File: config.mk
export PLATFORM = sky130hd
export DESIGN_NAME = mem_access_unit
export DESIGN_NICKNAME = d
export VERILOG_FILES = /design/src/rtl/mem_access_unit.sv
export SDC_FILE = /design/constraint.sdc
export NUM_CORES = 1
export LEC_CHECK = 0
export BUFFER_PORTS_ARGS = -buffer_cell sky130_fd_sc_hd__buf_2
export CORE_ASPECT_RATIO = 0.6
export CORE_MARGIN = 4
export CORE_UTILIZATION = 50
export CTS_CLUSTER_DIAMETER = 200
export CTS_CLUSTER_SIZE = 20
export DETAILED_ROUTE_END_ITERATION = 8
export GPL_TIMING_DRIVEN = 0
export PLACE_DENSITY = 0.79
export RECOVER_POWER = 50
export SLEW_MARGIN = 20
export SYNTH_ARGS = -nofsm -noshare
export SYNTH_HDL_FRONTEND = slang
export SYNTH_SLANG_ARGS = --single-unit
File: constraint.sdc
create_clock -name clk_i -period 2.57 [get_ports clk_i]
set_clock_uncertainty 0.2 [all_clocks]
set_input_delay 0.514 -clock clk_i [delete_from_list [all_inputs] [get_ports clk_i]]
set_output_delay 0.514 -clock clk_i [all_outputs]
set_load 0.01 [all_outputs]
File: src/rtl/mem_access_unit.sv
// mem_access_unit: RV32 memory stage as a handshaked bus master.
// Byte-strobe stores, extended loads, fault and halt detection.
module mem_access_unit #(
    parameter int unsigned           ADDR_WIDTH     = 32,
    parameter int unsigned           RADDR_WIDTH    = 5,
    parameter int unsigned           TIMEOUT_CYCLES = 16,
    parameter logic [ADDR_WIDTH-1:0] HALT_ADDR      = 32'h0000_FFFC
) (
    input  logic                   clk_i,
    input  logic                   rst_i,
    input  logic                   in_valid_i,
    output logic                   in_ready_o,
    input  logic [RADDR_WIDTH-1:0] reg_waddr_i,
    input  logic                   reg_we_i,
    input  logic [31:0]            reg_wdata_i,
    input  logic [ADDR_WIDTH-1:0]  mem_addr_i,
    input  logic [31:0]            mem_data_i,
    input  logic [3:0]             mem_op_i,
    output logic                   bus_req_o,
    output logic                   bus_we_o,
    output logic [ADDR_WIDTH-1:0]  bus_addr_o,
    output logic [3:0]             bus_be_o,
    output logic [31:0]            bus_wdata_o,
    input  logic                   bus_ack_i,
    input  logic [31:0]            bus_rdata_i,
    output logic                   wb_valid_o,
    output logic [RADDR_WIDTH-1:0] reg_waddr_o,
    output logic                   reg_we_o,
    output logic [31:0]            reg_wdata_o,
    output logic                   fault_o,
    output logic [ADDR_WIDTH-1:0]  fault_addr_o,
    output logic                   halt_o
);

    localparam logic [3:0] OP_SB  = 4'd1;
    localparam logic [3:0] OP_SH  = 4'd2;
    localparam logic [3:0] OP_SW  = 4'd3;
    localparam logic [3:0] OP_LB  = 4'd4;
    localparam logic [3:0] OP_LBU = 4'd5;
    localparam logic [3:0] OP_LH  = 4'd6;
    localparam logic [3:0] OP_LHU = 4'd7;
    localparam logic [3:0] OP_LW  = 4'd8;

    localparam int unsigned   CW       = $clog2(TIMEOUT_CYCLES);
    localparam logic [CW-1:0] CNT_LAST = CW'(TIMEOUT_CYCLES - 1);

    typedef enum logic [1:0] {
        IDLE,
        ACCESS,
        RESP,
        FAULT
    } state_t;

    state_t                  state_q, state_d;
    logic [CW-1:0]           cnt_q, cnt_d;
    logic [3:0]              op_q, op_d;
    logic [ADDR_WIDTH-1:0]   addr_q, addr_d;
    logic                    we_q, we_d;
    logic [3:0]              be_q, be_d;
    logic [31:0]             wdata_q, wdata_d;
    logic [RADDR_WIDTH-1:0]  rd_q, rd_d;
    logic                    rd_we_q, rd_we_d;
    logic                    wb_valid_q, wb_valid_d;
    logic [RADDR_WIDTH-1:0]  wb_waddr_q, wb_waddr_d;
    logic                    wb_we_q, wb_we_d;
    logic [31:0]             wb_wdata_q, wb_wdata_d;
    logic                    fault_q, fault_d;
    logic [ADDR_WIDTH-1:0]   fault_addr_q, fault_addr_d;
    logic                    halt_q, halt_d;

    logic        in_is_mem;
    logic        in_is_store;
    logic        in_misal;
    logic [3:0]  in_be;
    logic [31:0] in_wdata;
    logic        accept;
    logic        op_is_load;
    logic [31:0] rd_shift;
    logic [31:0] load_data;

    assign accept = in_valid_i && in_ready_o;

    // Decode the op offered by execute: lanes, strobes, alignment.
    always_comb begin
        in_is_mem   = 1'b1;
        in_is_store = 1'b0;
        in_misal    = 1'b0;
        in_be       = 4'b1111;
        in_wdata    = mem_data_i;
        unique case (mem_op_i)
            OP_SB: begin
                in_is_store = 1'b1;
                in_be       = 4'b0001 << mem_addr_i[1:0];
                in_wdata    = {4{mem_data_i[7:0]}};
            end
            OP_SH: begin
                in_is_store = 1'b1;
                in_misal    = mem_addr_i[0];
                in_be       = 4'b0011 << mem_addr_i[1:0];
                in_wdata    = {2{mem_data_i[15:0]}};
            end
            OP_SW: begin
                in_is_store = 1'b1;
                in_misal    = (mem_addr_i[1:0] != 2'b00);
            end
            OP_LB, OP_LBU: begin
                in_misal = 1'b0;
            end
            OP_LH, OP_LHU: begin
                in_misal = mem_addr_i[0];
            end
            OP_LW: begin
                in_misal = (mem_addr_i[1:0] != 2'b00);
            end
            default: begin
                in_is_mem = 1'b0;
            end
        endcase
    end

    // Pick and extend the addressed lane of the returned read word.
    always_comb begin
        rd_shift   = bus_rdata_i >> {addr_q[1:0], 3'b000};
        op_is_load = 1'b1;
        load_data  = rd_shift;
        unique case (op_q)
            OP_LB:  load_data = {{24{rd_shift[7]}}, rd_shift[7:0]};
            OP_LBU: load_data = {24'h0, rd_shift[7:0]};
            OP_LH:  load_data = {{16{rd_shift[15]}}, rd_shift[15:0]};
            OP_LHU: load_data = {16'h0, rd_shift[15:0]};
            OP_LW:  load_data = rd_shift;
            default: begin
                op_is_load = 1'b0;
                load_data  = 32'h0;
            end
        endcase
    end

    // Next-state logic: accept, bus access, response and fault capture.
    always_comb begin
        state_d      = state_q;
        cnt_d        = cnt_q;
        op_d         = op_q;
        addr_d       = addr_q;
        we_d         = we_q;
        be_d         = be_q;
        wdata_d      = wdata_q;
        rd_d         = rd_q;
        rd_we_d      = rd_we_q;
        wb_valid_d   = 1'b0;
        wb_waddr_d   = wb_waddr_q;
        wb_we_d      = wb_we_q;
        wb_wdata_d   = wb_wdata_q;
        fault_d      = fault_q;
        fault_addr_d = fault_addr_q;
        halt_d       = halt_q;
        unique case (state_q)
            IDLE: begin
                if (accept) begin
                    if (!in_is_mem) begin
                        wb_valid_d = 1'b1;
                        wb_waddr_d = reg_waddr_i;
                        wb_we_d    = reg_we_i;
                        wb_wdata_d = reg_wdata_i;
                    end else if (in_misal) begin
                        state_d      = FAULT;
                        fault_d      = 1'b1;
                        fault_addr_d = mem_addr_i;
                    end else begin
                        state_d = ACCESS;
                        cnt_d   = '0;
                        op_d    = mem_op_i;
                        addr_d  = mem_addr_i;
                        we_d    = in_is_store;
                        be_d    = in_be;
                        wdata_d = in_wdata;
                        rd_d    = reg_waddr_i;
                        rd_we_d = reg_we_i;
                    end
                end
            end
            ACCESS: begin
                // An ack on the last allowed cycle still completes.
                if (bus_ack_i) begin
                    state_d    = RESP;
                    wb_valid_d = 1'b1;
                    wb_waddr_d = rd_q;
                    wb_we_d    = op_is_load && rd_we_q;
                    wb_wdata_d = load_data;
                    if (op_q == OP_SW && addr_q == HALT_ADDR) begin
                        halt_d = 1'b1;
                    end
                end else if (cnt_q == CNT_LAST) begin
                    state_d      = FAULT;
                    fault_d      = 1'b1;
                    fault_addr_d = addr_q;
                end else begin
                    cnt_d = cnt_q + 1'b1;
                end
            end
            RESP: begin
                state_d = IDLE;
            end
            FAULT: begin
                state_d = FAULT;
            end
            default: begin
                state_d = IDLE;
            end
        endcase
    end

    // State register with synchronous reset clearing every output.
    always_ff @(posedge clk_i) begin
        if (rst_i) begin
            state_q      <= IDLE;
            cnt_q        <= '0;
            op_q         <= '0;
            addr_q       <= '0;
            we_q         <= 1'b0;
            be_q         <= '0;
            wdata_q      <= '0;
            rd_q         <= '0;
            rd_we_q      <= 1'b0;
            wb_valid_q   <= 1'b0;
            wb_waddr_q   <= '0;
            wb_we_q      <= 1'b0;
            wb_wdata_q   <= '0;
            fault_q      <= 1'b0;
            fault_addr_q <= '0;
            halt_q       <= 1'b0;
        end else begin
            state_q      <= state_d;
            cnt_q        <= cnt_d;
            op_q         <= op_d;
            addr_q       <= addr_d;
            we_q         <= we_d;
            be_q         <= be_d;
            wdata_q      <= wdata_d;
            rd_q         <= rd_d;
            rd_we_q      <= rd_we_d;
            wb_valid_q   <= wb_valid_d;
            wb_waddr_q   <= wb_waddr_d;
            wb_we_q      <= wb_we_d;
            wb_wdata_q   <= wb_wdata_d;
            fault_q      <= fault_d;
            fault_addr_q <= fault_addr_d;
            halt_q       <= halt_d;
        end
    end

    assign in_ready_o   = (state_q == IDLE) && !halt_q && !fault_q;
    assign bus_req_o    = (state_q == ACCESS);
    assign bus_we_o     = we_q;
    assign bus_addr_o   = {addr_q[ADDR_WIDTH-1:2], 2'b00};
    assign bus_be_o     = be_q;
    assign bus_wdata_o  = wdata_q;
    assign wb_valid_o   = wb_valid_q;
    assign reg_waddr_o  = wb_waddr_q;
    assign reg_we_o     = wb_we_q;
    assign reg_wdata_o  = wb_wdata_q;
    assign fault_o      = fault_q;
    assign fault_addr_o = fault_addr_q;
    assign halt_o       = halt_q;

endmodule

==> run metrics, run 1 <==
result of the run=finished clean; via-per-instance ratio=6.06; met2 Resource Use GR=0.445; share of layout cells above drive strength 1=0.233; Period minus WS final=2500 ps; top cell type's share of synthesized area=0.374; most frequent cells in the layout=clkbuf_1, buf_2, dfxtp_1; global placement routability congestion=roughly 0.96; Die Ht=around 110 µm; CP max FO=10; hpwl dp=23800 µm; busiest grt layer=met2; CTS sink cnt=between 150 and 200; RSZ-0062 raised after global routing=no; Initial Utilization=0.516; Slew @ Worst Pin=865 ps; final hold vios=0; pin count of the biggest net entering global routing=17; CP delay by family, top=simple AND/OR/NAND/NOR gates; Hold Path Depth=3; Worst VDD drop=between 0.3 and 0.4 mV; flop2flop setup slack=between 60 and 70 ps; Worst Path Required=approximately 2700 ps; CP cell instances=buf_2 > buf_4 > or3b_1 > nor3_1 > clkbuf_1 > o2111ai_1 > o31ai_1; Final Max Slew Viols=0; I/O Buffers=~280; GR Overflow Total=0; Residual DRC=0; sequential area share after synthesis=0.374; Clk pin slew, worst setup/hold paths=~70 ps; Reg2Reg Depth=5; Synth area leader=dfxtp_1; Total GRT Usage=0.309; wire per inst=20.6 µm; met1 Use GR=0.436; critical path class=in2reg; met3 usage=0.116; Placed Cells=roughly 1500; Final period util=0.974; number of global-route vias before repair=8320; routed wire length=approximately 31000 µm; CP bufs+invs=3; Critical Path Max Stage Delay=550 ps; fin cells=1498; Nets=1400; Synth Area per Inst=roughly 8.9 µm²; power density cells=626 nW/µm²; EDFF count, synth=0; Critical Path AT=2610 ps; Mapped Area=between 8000 and 9000 µm²; Core Area=~16000 µm²; CTS Root Cell=clkbuf_16; Max Cap Violations=0; Hold Path Class=in2reg; Min-Delay Startpoint=reg_wdata_i[13]; CP max stage cell=nor3_1; Rows=36; Synth Flop Type=dfxtp_1; most common cell after layout, fill and taps aside=clkbuf_1; synth unique cells=74; CTS H-tree depth=4; hold endpoint=reg_wdata_o[13]$_SDFFE_PP0P_; clock latency on the worst-skew pair=430 ps; first-pass GRT wire length=~46000 µm; 1st-pass router iterations=5; Fmax achieved=0.400 GHz; Synth area leaders=dfxtp_1, mux2i_1, nand2_1, o221a_2, o31ai_1; synthesized instance count=roughly 960; die area=roughly 19000 µm²; setup violators final=0; initial antenna violation count=1; # diodes=0; Bufs on Longest Clock Path=2; CTS buffer count=17; area grow syn2layout=26.0%; TritonCTS clock tree=done; IO Count=between 200 and 300; Final TNS setup=0 ps; drt first-iter violations=between 1000 and 1500; Pleak=around 4.3 nW; cts hold-fix bufs=0; Async S/R FF share, synth=0; CP Launch Type=primary input; Worst path depth=7; Die W=between 150 and 200 µm; crit end category=flip-flop; Critical R2R Launch=op_q[1]$_SDFFE_PP0P_; Ys Warns=0; reg2reg end=reg_wdata_o[11]$_SDFFE_PP0P_; slew margin rel.=0.422; vias post-DR=about 9100; ANT nets after route=0; post-synthesis register bit count=158
==> stage by stage <==
stage	power, mW	hold slack [ps]	setup slack, ps	area [µm²]	util
floorplan	3.47	234	299	8470	-
global placement	3.96	241	-225	10200	0.620
detailed placement	3.98	242	-272	10200	0.620
CTS	6.68	103	10.8	10800	0.659
global route	6.92	105	12.0	10700	0.650
finish	6.67	107	67.3	10700	0.650
==> report_power, final <==
group	switching [mW]	internal, mW	total, mW	leakage [nW]
registers	0.0994	2.60	2.70	1.29
clock network	1.16	1.57	2.73	0.310
logic	0.769	0.480	1.25	2.71
==> worst reg2reg max path, stage by stage, from the launching register on <==
cell	delay, ps
dfxtp_1	290
clkbuf_1	230
or4b_1	660
a21oi_4	400
o211ai_2	350
o221ai_1	280
==> cell usage after synthesis, types with 10 or more instances <==
cell	n
nor3_1	27
o221ai_1	24
clkbuf_1	67
buf_2	15
buf_4	37
nor2_1	17
a21oi_1	50
dfxtp_1	158
a31oi_1	10
nand2b_1	20
o2111ai_1	22
nand3_1	13
nor2b_1	12
inv_1	37
nand2_1	104
a211oi_1	13
o31ai_1	39
and3_1	10
o21ai_0	12
o221a_2	30
mux2i_1	70
o21a_1	10
==> what timing repair did <==
item,4_1_cts,5_1_grt
gates resized for setup,3,9
setup buffers,1,0
gates cloned,0,0
setup endpoints to repair,1,37
==> layer usage <==
| metal | part of all wire | vias to the layer above |
|---|---|---|
| li1 | - | 4185 |
| met1 | 0.44 | 4293 |
| met2 | 0.41 | 549 |
| met3 | 0.13 | 52 |
| met4 | 0.018 | 2 |
| met5 | 0.00023 | - |
==> worst max-delay path by stage <==
stage	start	slack, ps	end
2_1_floorplan	mem_op_i[0]	300	fault_addr_o[10]$_SDFFE_PP0P_
3_3_place_gp	mem_op_i[0]	-220	addr_q[1]$_SDFFE_PP0P_
3_5_place_dp	mem_op_i[0]	-270	addr_q[1]$_SDFFE_PP0P_
4_1_cts	op_q[1]$_SDFFE_PP0P_	10	reg_wdata_o[11]$_SDFFE_PP0P_
5_1_grt	state_q[0]$_SDFFE_PP0P_	10	addr_q[28]$_SDFFE_PP0P_
6_report	mem_op_i[0]	70	addr_q[1]$_SDFFE_PP0P_
==> logic make-up after synthesis <==
group / share of synthesized area
fa+ha+maj: 0.00148
buf+inv: 0.0923
other cells: 0.000443
flops: 0.374
compound gates: 0.288
simple gates: 0.152
mux: 0.0868
xor+xnor: 0.00518
==> sequential cells by signal, indices dropped and copies added (netlist names) <==
name and flops:
fault_addr_o 32, addr_q 32, rd_q 5, reg_we_o 1, bus_we_o 1, rd_we_q 1, fault_o 1, wb_valid_o 1
bus_be_o 4, cnt_q 4, op_q 4, bus_wdata_o 32, halt_o 1, state_q 2, reg_waddr_o 5, reg_wdata_o 32
==> layout make-up <==
cell class / count / area [µm²]
Clock inverter: 15 / 198
Clock buffer: 17 / 425
Buffer: 126 / 644
Timing Repair Buffer: 283 / 1260
Multi-Input combinational cell: 634 / 4550
Fill cell: 1515 / 5740
Inverter: 37 / 139
Tap cell: 228 / 285
Sequential cell: 158 / 3160
Note: power is estimated with default switching activity, not from simulation.
==> inputs of run 2 (changes only) <==
CORE_ASPECT_RATIO = default   (was 0.6)
==> run 2 against run 1 <==
Core utilization shrank 0.89 points. Cell count shrank 0.47%. Routed wire length shrank 4.9%. Sequential share of layout area grew 0.070 points. Global-route usage shrank 1.8 points. Count of clock-buffer cells in the layout grew 4. First-iteration DRC count shrank 30%.
==> run metrics, run 2 (same netlist as run 1, synthesis figures left out) <==
result of the run=finished clean; Period minus WS final=2480 ps (-26.0 ps); vias post-DR=8892 (-2.1%); Post-DP Area=10200 µm² (-0.16%); Comb pwr share=0.188 (about the same); Residual DRC=0 (unchanged); met3 usage=0.0694 (-0.0467); slew margin rel.=0.239 (-0.183); CP bufs+invs=3 (unchanged); share of layout cells above drive strength 1=0.235 (+0.00236); Sw Share=0.293 (-0.0110); routed wire length=29400 µm (-4.9%); CTS buffer count=17 (unchanged); crit end category=output port; final hold vios=0 (unchanged); most frequent cells in the layout=clkbuf_1, buf_2, dfxtp_1; CP Launch Type=flip-flop; Final Max Slew Viols=0 (unchanged); Total GRT Usage=0.291 (-0.0176); TritonCTS clock tree=done; I/O Buffers=282 (unchanged); busiest grt layer=met2; pin count of the biggest net entering global routing=17 (unchanged); CP cell instances=or2b_1 > inv_2 > clkbuf_4 > buf_2; Die Ht=138 µm (+27%); met2 Resource Use GR=0.462 (+0.0171); critical path class=reg2out; ANT nets after route=0 (unchanged); CP max stage cell=dfxtp_1; fin cells=1491 (-0.47%); GR Overflow Total=0 (unchanged); setup violators final=0 (unchanged); Pleak=4.30 nW (about the same); CP max FO=10 (unchanged); Initial Utilization=0.510 (-0.00584); Max Cap Violations=0 (unchanged); Core Area=16600 µm² (+1.1%); area grow syn2layout=25.7%; Int Pwr=4.62 mW (-0.60%); Rows=47 (+31%); Worst Path Required=1860 ps (-820 ps); RSZ-0062 raised after global routing=no; Final period util=0.964 (-0.0101); most common cell after layout, fill and taps aside=clkbuf_1; clock power share=0.400 (-0.009); Bufs on Longest Clock Path=2 (unchanged); wire per inst=19.7 µm (-4.5%); die area=19100 µm² (-0.36%); hpwl dp=22300 µm (-6.0%); Nets=1400 (unchanged); CTS Root Cell=clkbuf_16; Fmax achieved=0.404 GHz (+1.1%); share of power burned in registers=0.412 (+0.008); power density cells=614 nW/µm² (-1.9%); Critical Path Max Stage Delay=430 ps (-120 ps); CTS sink cnt=158 (unchanged); P_sw=1.91 mW (-5.7%); Die W=138 µm (-22%); number of global-route vias before repair=8548 (+2.7%); Finished Cell Area=10600 µm² (-0.23%); first-pass GRT wire length=45500 µm (-2.2%); Hold Path Class=in2reg; via-per-instance ratio=5.96 (-1.6%); met1 Use GR=0.378 (-0.0581); Critical Path AT=1760 ps (-850 ps); cts hold-fix bufs=0 (unchanged); Worst VDD drop=0.522 mV (+38%); 1st-pass router iterations=5 (unchanged); drt first-iter violations=697 (-30%); Placed Cells=1458 (-0.55%); Final Core Density=0.641 (-0.00887); Slew @ Worst Pin=1130 ps (+268 ps); clock latency on the worst-skew pair=430 ps (about the same); initial antenna violation count=2 (+1); global placement routability congestion=0.937 (-2.1%); Clk pin slew, worst setup/hold paths=60 ps (about the same); CP delay by family, top=buffers and inverters; IO Count=286 (unchanged); Filler cells=1511 (-0.26%); CTS H-tree depth=4 (unchanged)
[run 2: cell types whose count changed in the layout (fill, tap and decap cells not counted), moves of 2 or more]
cell        before  now
clkbuf_2         3    1
inv_8            4    0
clkbuf_1       192  186
clkbuf_4        15   22
clkbuf_8         0    4
buf_4           24   17
buf_2          168  176
clkinvlp_4       0    4
[run 2: per-layer routing]
metal / wire [µm] / vias up / part of all wire
li1: - / 4198 / -
met1: 12400 / 4195 / 0.42
met2: 13300 / 412 / 0.45
met3: 2420 / 85 / 0.082
met4: 1190 / 2 / 0.041
met5: 13 / - / 0.00044
[run 2: path summary, 6_finish.rpt]
check / slack [ps] / cells after the start / endpoint / from
worst max-delay path: 90 / 4 / bus_req_o / state_q[0]$_SDFFE_PP0P_
worst min-delay path: 100 / 3 / reg_wdata_o[11]$_SDFFE_PP0P_ / reg_wdata_i[11]
worst max register to register: 100 / 6 / fault_addr_o[27]$_SDFFE_PP0P_ / state_q[0]$_SDFFE_PP0P_
worst min register to register: 260 / 2 / bus_be_o[3]$_SDFFE_PP0P_ / bus_be_o[3]$_SDFFE_PP0P_
[run 2: worst register-to-register path, cell delays in order (launching register included)]
cell      delay (ps)
dfxtp_1          360
or4b_1           550
buf_6            160
nor2_4           200
nand3_1          210
clkbuf_1         320
o221a_2          360
[run 2: layout make-up]
class | count | area, µm² | area share
Antenna cell | 1 | 2.50 | 0.000235
Clock buffer | 21 | 480 | 0.0452
Sequential cell | 158 | 3160 | 0.297
Multi-Input combinational cell | 634 | 4530 | 0.426
Inverter | 37 | 139 | 0.0131
Clock inverter | 11 | 130 | 0.0122
Timing Repair Buffer | 283 | 1270 | 0.119
Tap cell | 220 | 275 | 0.0259
Buffer | 126 | 643 | 0.0605
[run 2: timing repair]
action	4_1_cts	5_1_grt
gates cloned	0	0
resized for setup	3	4
endpoints found under the setup margin	1	24
pin swaps	0	0
buffers inserted	1	0
[run 2: power by group through the flow]
stage / clock, mW / sequential [mW] / combinational [mW]
floorplan: 0 / 2.78 / 0.690
global placement: 0 / 2.74 / 1.22
detailed placement: 0 / 2.74 / 1.24
CTS: 2.62 / 2.69 / 1.25
global route: 2.74 / 2.71 / 1.33
finish: 2.61 / 2.69 / 1.23
[run 2: through the flow]
stage	power, mW	hold WS (ps)	setup TNS [ps]	setup slack [ps]
after floorplan	3.47	234	0	299
after global placement	3.96	239	-8570	-205
after detailed placement	3.97	243	-12300	-246
after CTS	6.55	95.3	0	33.6
after global routing	6.77	114	0	7.59
final	6.53	105	0	93.3
==> inputs of run 3 (changes only) <==
CORE_UTILIZATION = 45   (was 50)
CTS_BUF_LIST = sky130_fd_sc_hd__clkbuf_4 sky130_fd_sc_hd__clkbuf_8   (was default)
PLACE_DENSITY = 0.73   (was 0.79)
==> run 3 against run 2 <==
Design area down 1.6%. Sequential power barely moved. Core utilization is 6.7 points lower. Sequential cell count stayed put. Count of clock-buffer cells in the layout grew 2. Combinational power is essentially flat. Sequential share of layout area rose by 0.51 points. Critical path depth is 2 higher. Hold slack got worse by 37 ps. Non-clock buffer count did not move.
==> run metrics, run 3 (same netlist as run 1, synthesis figures left out) <==
vias post-DR=8740 (-1.7%); Bufs on Longest Clock Path=2 (unchanged); result of the run=finished clean; I/O Buffers=282 (unchanged); GR Overflow Total=0 (unchanged); Hold Path Class=in2reg; most frequent cells in the layout=clkbuf_1, buf_2, dfxtp_1; total chip power=5.87 mW (-10%); crit end category=flip-flop; Die Ht=145 µm (+5.1%); Final period util=0.956 (-0.00802); Critical Path AT=2630 ps (+870 ps); hpwl dp=22700 µm (+1.8%); dpl ws=-262 ps (-15.7 ps); cts hold-fix bufs=0 (unchanged); CTS H-tree depth=4 (unchanged); die area=21100 µm² (+10%); clock latency on the worst-skew pair=470 ps (+40 ps); Critical Path Max Stage Delay=540 ps (+110 ps); Fmax achieved=0.407 GHz (+0.84%); Residual DRC=0 (unchanged); Worst Path Required=2740 ps (+880 ps); CTS buffer count=17 (unchanged); ANT nets after route=0 (unchanged); first-pass GRT wire length=46200 µm (+1.6%); IO Count=286 (unchanged); final hold vios=0 (unchanged); pin count of the biggest net entering global routing=17 (unchanged); via-per-instance ratio=5.83 (-2.2%); CP max stage cell=or4b_1; CP max FO=10 (unchanged); Pleak=4.21 nW (-2.1%); initial antenna violation count=1 (-1); wire per inst=19.7 µm (-0.16%); final setup margin=114 ps (+20.6 ps); Total GRT Usage=0.269 (-0.0221); Nets=1400 (unchanged); RSZ-0062 raised after global routing=no; slew margin rel.=0.558 (+0.319); # diodes=0 (-1); Rows=49 (+4.3%); Initial Utilization=0.465 (-0.0455); Finished Cell Area=10500 µm² (-1.6%); drt first-iter violations=590 (-15%); most common cell after layout, fill and taps aside=clkbuf_1; CP Launch Type=flip-flop; Placed Cells=1467 (+0.62%); Post-DP Area=10200 µm² (+0.11%); setup violators final=0 (unchanged); global placement routability congestion=0.913 (-2.5%); Max Cap Violations=0 (unchanged); TritonCTS clock tree=done; Final TNS setup=0 ps (unchanged); CTS Root Cell=clkbuf_8; Core Area=18200 µm² (+9.8%); Final Max Slew Viols=0 (unchanged); power density cells=561 nW/µm² (-8.6%); CTS sink cnt=158 (unchanged); Final Core Density=0.574 (-0.0669); Filler cells=1759 (+16%); number of global-route vias before repair=8454 (-1.1%); Worst VDD drop=0.340 mV (-35%); 1st-pass router iterations=5 (unchanged); Die W=145 µm (+5.1%); Period minus WS final=2460 ps (-20.6 ps); share of layout cells above drive strength 1=0.238 (+0.00236); Slew @ Worst Pin=660 ps (-473 ps); Clk pin slew, worst setup/hold paths=90 ps (+30 ps); CP cell instances=or4b_1 > buf_6 > nor2_4 > nand3_1 > clkbuf_1 > o221a_2; fin cells=1499 (+0.54%); area grow syn2layout=23.6%; critical path class=reg2reg; Hold Slack=67.9 ps (-36.8 ps); routed wire length=29500 µm (+0.38%)
==> run 3: cell count changes in the layout (fill, tap and decap cells not counted), moves of 2 or more <==
cell and delta:
clkbuf_4 +2, nor3_2 +2, clkbuf_8 +16, nor3_1 -2, buf_2 -2, clkbuf_16 -17, inv_6 -2
==> run 3: metal layers <==
metal | global-route usage | up-vias | part of all wire
met5 | 0 | - | 0.00064
met4 | 0.0798 | 2 | 0.027
met3 | 0.0714 | 60 | 0.084
met2 | 0.438 | 428 | 0.46
met1 | 0.353 | 4068 | 0.43
li1 | - | 4182 | -
==> run 3: critical path, delay by kind of cell (launching register included) <==
family                 cells  cell delay, ps
AO/OA/AOI/OAI              1             350
flip-flops                 1             360
AND/OR/NAND/NOR            3             970
buffers and inverters      2             480
==> run 3: area by class of cell <==
type,count,area (µm²),share of cell area
Sequential cell,158,3160,0.303
Clock buffer,23,298,0.0285
Clock inverter,9,110,0.0105
Multi-Input combinational cell,634,4550,0.435
Tap cell,229,287,0.0274
Buffer,126,642,0.0614
Timing Repair Buffer,283,1270,0.121
Inverter,37,139,0.0133
==> run 3: path summary, 6_finish.rpt <==
check / start / endpoint / slack, ps / cells after the start
worst min register to register: bus_wdata_o[26]$_SDFFE_PP0P_ / bus_wdata_o[26]$_SDFFE_PP0P_ / 260 / 2
worst max-delay path: state_q[0]$_SDFFE_PP0P_ / fault_addr_o[7]$_SDFFE_PP0P_ / 110 / 6
worst max register to register: state_q[0]$_SDFFE_PP0P_ / fault_addr_o[7]$_SDFFE_PP0P_ / 110 / 6
worst min-delay path: reg_wdata_i[15] / reg_wdata_o[15]$_SDFFE_PP0P_ / 70 / 3
==> run 3: where the power goes <==
group	leakage [nW]	total [mW]	switching [mW]	internal (mW)
Clock	0.202	1.96	0.983	0.973
Combinational	2.72	1.23	0.749	0.479
Sequential	1.29	2.69	0.0924	2.59
Total	4.21	5.87	1.82	4.05
==> run 3: timing repair <==
| action | in CTS | in global routing |
|---|---|---|
| setup buffers | 1 | 0 |
| resized for setup | 4 | 7 |
| setup endpoints to repair | 1 | 26 |
